==> src/rtl/hazard_ctrl.sv <==
// Hazard and freeze controller for the 5-stage RV32I pipeline: operand forwarding,
// load-use stall, branch flush, data-memory wait tracking with timeout, perf counters.
module hazard_ctrl #(
    parameter int MEM_TIMEOUT = 16,
    parameter int CNT_W       = 32
) (
    input  logic             clk,
    input  logic             rst,
    input  logic [4:0]       Rs1D,
    input  logic [4:0]       Rs2D,
    input  logic [4:0]       Rs1E,
    input  logic [4:0]       Rs2E,
    input  logic [4:0]       RdE,
    input  logic [1:0]       ResultSrcE,
    input  logic             PCSrcE,
    input  logic [4:0]       RdM,
    input  logic [4:0]       RdW,
    input  logic             RegWriteM,
    input  logic             RegWriteW,
    input  logic             MemAccessM,
    input  logic             mem_ready,
    output logic [1:0]       ForwardAE,
    output logic [1:0]       ForwardBE,
    output logic             StallF,
    output logic             StallD,
    output logic             StallE,
    output logic             StallM,
    output logic             StallW,
    output logic             FlushD,
    output logic             FlushE,
    output logic             mem_error,
    output logic [CNT_W-1:0] stall_cnt,
    output logic [CNT_W-1:0] flush_cnt
);

    localparam int WC_W = (MEM_TIMEOUT < 2) ? 1 : $clog2(MEM_TIMEOUT + 1);

    typedef enum logic [1:0] {
        S_RUN  = 2'd0,
        S_WAIT = 2'd1,
        S_ERR  = 2'd2
    } state_t;

    state_t            state;
    state_t            state_next;
    logic [WC_W-1:0]   wait_cnt;
    logic [WC_W-1:0]   wait_cnt_next;
    logic              mem_pending;
    logic              freeze;
    logic              lw_stall;

    assign mem_pending = MemAccessM & ~mem_ready;
    assign freeze      = mem_pending | (state == S_ERR);
    assign lw_stall    = (ResultSrcE == 2'b01) && (RdE != 5'd0) &&
                         ((RdE == Rs1D) || (RdE == Rs2D));

    // Operand forwarding; the memory stage holds the younger value and wins.
    always_comb begin
        ForwardAE = 2'b00;
        ForwardBE = 2'b00;
        if (RegWriteM && (RdM != 5'd0) && (RdM == Rs1E)) begin
            ForwardAE = 2'b10;
        end else if (RegWriteW && (RdW != 5'd0) && (RdW == Rs1E)) begin
            ForwardAE = 2'b01;
        end else begin
            ForwardAE = 2'b00;
        end
        if (RegWriteM && (RdM != 5'd0) && (RdM == Rs2E)) begin
            ForwardBE = 2'b10;
        end else if (RegWriteW && (RdW != 5'd0) && (RdW == Rs2E)) begin
            ForwardBE = 2'b01;
        end else begin
            ForwardBE = 2'b00;
        end
    end

    // Stall and flush; a frozen pipeline keeps any redirect parked in EX.
    always_comb begin
        StallF = lw_stall | freeze;
        StallD = lw_stall | freeze;
        StallE = freeze;
        StallM = freeze;
        StallW = freeze;
        FlushD = PCSrcE & ~freeze;
        FlushE = (lw_stall | PCSrcE) & ~freeze;
    end

    // Memory-wait tracker next state; ERR only leaves through rst.
    always_comb begin
        state_next    = state;
        wait_cnt_next = wait_cnt;
        case (state)
            S_RUN: begin
                if (mem_pending) begin
                    wait_cnt_next = WC_W'(1);
                    if (MEM_TIMEOUT <= 1) begin
                        state_next = S_ERR;
                    end else begin
                        state_next = S_WAIT;
                    end
                end else begin
                    state_next = S_RUN;
                end
            end
            S_WAIT: begin
                if (mem_pending) begin
                    wait_cnt_next = wait_cnt + WC_W'(1);
                    if (wait_cnt_next == WC_W'(MEM_TIMEOUT)) begin
                        state_next = S_ERR;
                    end else begin
                        state_next = S_WAIT;
                    end
                end else begin
                    state_next    = S_RUN;
                    wait_cnt_next = '0;
                end
            end
            S_ERR: begin
                state_next = S_ERR;
            end
            default: begin
                state_next    = S_RUN;
                wait_cnt_next = '0;
            end
        endcase
    end

    // State, wait counter and sticky error flag.
    always_ff @(posedge clk or posedge rst) begin
        if (rst) begin
            state     <= S_RUN;
            wait_cnt  <= '0;
            mem_error <= 1'b0;
        end else begin
            state     <= state_next;
            wait_cnt  <= wait_cnt_next;
            mem_error <= (state_next == S_ERR);
        end
    end

    // Performance counters, wrapping naturally at 2^CNT_W.
    always_ff @(posedge clk or posedge rst) begin
        if (rst) begin
            stall_cnt <= '0;
            flush_cnt <= '0;
        end else begin
            if (StallD) begin
                stall_cnt <= stall_cnt + CNT_W'(1);
            end else begin
                stall_cnt <= stall_cnt;
            end
            if (FlushE && PCSrcE) begin
                flush_cnt <= flush_cnt + CNT_W'(1);
            end else begin
                flush_cnt <= flush_cnt;
            end
        end
    end

endmodule
==> config.mk <==
export PLATFORM = sky130hd
export DESIGN_NAME = hazard_ctrl
export DESIGN_NICKNAME = d
export VERILOG_FILES = /design/src/rtl/hazard_ctrl.sv
export SDC_FILE = /design/constraint.sdc
export NUM_CORES = 1
export LEC_CHECK = 0
export BUFFER_PORTS_ARGS = -buffer_cell sky130_fd_sc_hd__buf_2
export CAP_MARGIN = 20
export CORE_UTILIZATION = 50
export DETAILED_ROUTE_END_ITERATION = 7
export PLACE_DENSITY = 0.79
export SLEW_MARGIN = 20
export SYNTH_ARGS = -nofsm -noshare
export SYNTH_HDL_FRONTEND = slang
export SYNTH_SLANG_ARGS = --single-unit
==> constraint.sdc <==
create_clock -name clk -period 4.4 [get_ports clk]
set_clock_uncertainty 0.05 [all_clocks]
set_input_delay 0.44 -clock clk [delete_from_list [all_inputs] [get_ports clk]]
set_output_delay 0.44 -clock clk [all_outputs]
set_load 0.01 [all_outputs]
After elaboration in Yosys (flattened, before gate mapping):

Index checks and enable logic that the tools add are counted.

* bits in registers: 72
* input port bits: 44
* output and inout bits: 76
* logic and storage cells: 55

* add/sub/neg operators: 3
* eq/ne operators: 12
* multiplexer cells: 11
* bitwise operators: 9
* reduce and logical (&&, ||, !) cells: 15

Operators with widths (number)
* 32-bit by 1-bit adder with 32-bit output, second input constant: 2
* 5-bit equality test: 6
* 5-bit one-hot mux with 3 select lines: 1
* 5-bit nonzero test: 3
* 5-bit 2-to-1 mux: 2
* 1-bit logical AND: 9
* 2-bit 2-to-1 mux: 4
* 2-bit one-hot mux with 3 select lines: 1
* 5-bit by 1-bit adder with 5-bit output, second input constant: 1
* 5-bit equality test, second input constant: 1
* 2-bit by 1-bit equality test with 1-bit output, second input constant: 2
* 2-bit equality test, second input constant: 2
* 1-bit bitwise AND: 3
* 1-bit 2-to-1 mux: 3
* 1-bit inverter: 3
* 1-bit OR: 3
* 2-bit zero test: 1
* 2-bit != test, second input constant: 1
* 2-bit AND reduction: 1
* 1-bit logical OR: 1

Logic depth before layout (Yosys ltp):

* depth in word-level cells: 6
* depth in mapped cells: 9

Worst setup path before layout:

OpenSTA, ideal clock, no wires.

* path type: input -> output
* start: in RdE[1]
* end: out StallF
* arrival time: 1757 ps
* required time: 3910 ps
* path slack: 2153 ps
* cell stages on the path: 7
* path buffers: 2
* cell sequence: or4_1 -> o21ai_1 -> inv_1 -> a21oi_4 -> inv_4 -> buf_6 -> buf_4

* longest elaborated chain between the ends: 4
* elaborated cells between the ends (all ways): 7

Ends and longest elaborated chain
* start: declaration: line 13 `input logic [4:0] RdE,`
* 5-bit equality test or 5-bit nonzero test (tied branches): line 55, 54
* 1-bit logical OR or 1-bit logical AND (tied branches): line 55, 54
* 1-bit logical AND *: line 54 `assign lw_stall = (ResultSrcE == 2'b01) && (RdE != 5'd0) &&`
* 1-bit OR *
* end: declaration: line 24 `output logic StallF,`

Mark *: on every way between the ends. The rest lies on a longest branch, timed or not.

Worst setup path in the final report:

* start: in RdE[1]
* end: out StallD

* longest elaborated chain between the ends: 4
* elaborated cells between the ends (all ways): 7

Ends and longest elaborated chain
* 5-bit equality test or 5-bit nonzero test (tied branches): line 55, 54
* 1-bit logical OR or 1-bit logical AND (tied branches): line 55, 54
* 1-bit logical AND *: line 54
* 1-bit OR *: line 80 `StallD = lw_stall | freeze;`
* end: declaration: line 25 `output logic StallD,`

Marks and branches as above.

==> impl_metrics.env <==
export IMPL_synth_top_area_share_pct=49.0
export IMPL_antenna_found_initial=0
export IMPL_critPathMaxStageDelay_ps=520
export IMPL_yosys_warnings=0
export IMPL_max_cap_violations=0
export IMPL_post_drt_wl_per_cell_um=13.3
export IMPL_share_comb_of_total_power_pct=18.3
export IMPL_gp_congestion=0.818
export IMPL_powerDensity_mw_per_mm2=350
export IMPL_pwr_share_clk_pct=31.4
export IMPL_seq_power_share_pct=50.4
export IMPL_period_share_pct=60.9
export IMPL_fin_util_pct=65.4
export IMPL_worst_path_dominant_cell_family="compound AO/OA/AOI/OAI gates"
export IMPL_cts_sinks=72
export IMPL_tightest_slew_ps=833
export IMPL_area_growth_pct=23.5
export IMPL_cts_root_buf="clkbuf_8"
export IMPL_rrSetupSlack_ps=2170
export IMPL_layout_commonest_cell="buf_2"
export IMPL_synth_compound_area_share_pct=2.48
export IMPL_p_leak_nw=2.25
export IMPL_crit_chain="buf_2, or4_1, o21ai_1, inv_1, a21oi_4, inv_4, buf_2"
export IMPL_fin_nets=524
export IMPL_hold_viol_final=0
export IMPL_synthSimpleGateAreaFrac_pct=22.7
export IMPL_yosysTopAreaCell="dfrtp_1"
export IMPL_arrival_ps=2190
export IMPL_synth_async_sr_flop_share_pct=100
export IMPL_syn_num_nets=399
export IMPL_synthAdderAreaFrac_pct=1.02
export IMPL_io_buffers=119
export IMPL_synth_flop_cell="dfrtp_1"
export IMPL_run_status="completed"
export IMPL_crit_fanout=18
export IMPL_grt_pass1_wl_um=12800
export IMPL_antenna_left=0
export IMPL_h_tree_depth=3
export IMPL_core_region_area_sq_mm=0.00694
export IMPL_critPathBufInv=4
export IMPL_syn_inst=352
export IMPL_vias=3011
export IMPL_yosys_register_bits=72
export IMPL_r2r_cells=6
export IMPL_avgSynthCellArea_sq_um=10.4
export IMPL_grt_max_degree=41
export IMPL_busiest_layer="met2"
export IMPL_syn_area_sq_mm=0.00368
export IMPL_routed_wl_um=7690
export IMPL_path_class="in -> out"
export IMPL_use_met1_pct=26.3
export IMPL_cts_tree="built"
export IMPL_min_path_type="in -> async"
export IMPL_finalPower_mw=1.59
export IMPL_hold_buffers=0
export IMPL_drive_gt1_share_pct=29.5
export IMPL_final_area_sq_mm=0.00454
export IMPL_fmax_mhz=373
export IMPL_postCtsSetupBuffers=0
export IMPL_slowest_stage="or4_1"
export IMPL_cts_resized_gates=0
export IMPL_worstSkewPairLatency_ps=340
export IMPL_maxSlewHeadroom_pct=44.4
export IMPL_finalCriticalPeriod_ps=2680
export IMPL_synth_area_leaders="dfrtp_1, xnor2_1, xor2_1, nand2_1, nand3_1"
export IMPL_setup_tns_final_ps=0
export IMPL_pre_cts_slack_ps=1710
export IMPL_track_usage_pct=21.4
export IMPL_cp_depth=7
export IMPL_required_ps=3910
export IMPL_die_w_um=87.7
export IMPL_use_met3_pct=6.03
export IMPL_vdd_drop_max_mv=0.262
export IMPL_grt_pass1_vias=2907
export IMPL_yosys_mux_area_fraction_pct=0.579
export IMPL_rsz0062_at_grt="no"
export IMPL_vias_per_cell=5.22
export IMPL_clk_pin_slew_ps=70
export IMPL_diodes=0
export IMPL_final_cell_mix="buf_2, dfrtp_1, xnor2_1"
export IMPL_drc_errors=0
export IMPL_setup_slack_ps=1720
export IMPL_io_pins=120
export IMPL_synth_edf_count=0
export IMPL_first_iter_violations=128
export IMPL_yosysSeqAreaShare_pct=49.0
export IMPL_endpoint_kind="output port"
export IMPL_grt_util_met2_pct=36.4
export IMPL_dp_hpwl_um=5730
export IMPL_synth_top_family_by_area="simple AND/OR/NAND/NOR gates"
export IMPL_p_sw_uw=470
export IMPL_worstSetupStartpointType="input port"
export IMPL_synth_xor_area_share_pct=22.2
export IMPL_setup_violations=0
export IMPL_grt_overflow=0
export IMPL_firstDrtPassIters=4
export IMPL_die_y_um=87.7
export IMPL_final_max_slew_viol_count=0
export IMPL_dieArea_sq_mm=0.00770
export IMPL_swShare_pct=29.6
export IMPL_dpl_cell_area_sq_mm=0.00435
export IMPL_start_util_pct=52.9
export IMPL_n_fill_cell=573
export IMPL_synth_cell_types=37
export IMPL_path_common_cell="buf_2"
export IMPL_power_internal_mw=1.12
export IMPL_cts_buffers=9
export IMPL_rows=30
export IMPL_clockBufferDepth=2
==> worst reg2reg max path, cell delays in order (launching register included) <==
cell	delay, ps
dfrtp_1	420
nand3_1	220
nor2_1	240
nand2_1	160
nor3_1	650
nand4b_1	210
xnor2_1	170
==> cell families after synthesis <==
logic type	count (synthesis)
AO/OA/AOI/OAI	14
XOR/XNOR	93
multiplexers	2
buffers and inverters	13
flip-flops	72
AND/OR/NAND/NOR	155
adder cells (fa/ha/maj)	3
==> final timing paths <==
path	from	to
max reg2reg	stall_cnt[4]	stall_cnt[25]
max	RdE[1]	StallD
min	rst	stall_cnt[14]
min reg2reg	flush_cnt[31]	flush_cnt[31]
min in group clk	PCSrcE	flush_cnt[0]
max in group asynchronous	rst	flush_cnt[9]
==> through the flow <==
| step | hold slack [ps] | instances |
|---|---|---|
| after global routing | 268 | 577 |
| after detailed placement | 413 | 562 |
| final | 211 | 577 |
| after CTS | 232 | 577 |
| after floorplan | 416 | 352 |
| after global placement | 407 | 562 |
==> power by group through the flow <==
stage          Combinational, mW  Clock (mW)  Sequential (mW)
6_report                   0.290       0.498            0.800
5_1_grt                    0.324       0.541            0.812
4_1_cts                    0.295       0.512            0.799
3_5_place_dp               0.295           0            0.810
3_3_place_gp               0.284           0            0.810
2_1_floorplan              0.148           0            0.826
==> flip-flops by register name, indices dropped and copies added (netlist names) <==
signal,cells
flush_cnt,32
stall_cnt,32
wait_cnt,5
state,2
mem_error,1
==> final cells by class <==
cell class,instances,area [sq um],share of cell area [%]
clock buffers,10,128,2.81
flip-flops and latches,72,1800,39.7
inverters,7,28.8,0.634
repair buffers,120,603,13.3
clock inverters,5,58.8,1.30
multi-input cells,267,1800,39.6
well taps,96,120,2.65
==> cell usage after synthesis, types with 3 or more instances <==
cell / number
dfrtp_1: 72
xnor2_1: 60
nand2_1: 44
xor2_1: 33
nand3_1: 26
nand4_1: 15
nor2_1: 15
and3_1: 12
nor3_1: 9
nor4_1: 8
inv_1: 6
o21ai_0: 6
and4_1: 5
or4_1: 5
buf_4: 4
nor2b_1: 4
and2_1: 3
ha_1: 3
==> layer usage <==
metal / routed length (um) / up-vias
met5: 0 / -
met4: 71 / 0
met3: 436 / 7
met2: 3610 / 87
met1: 3570 / 1453
li1: - / 1464
No activity file was read; power rests on OpenSTA's default activity.
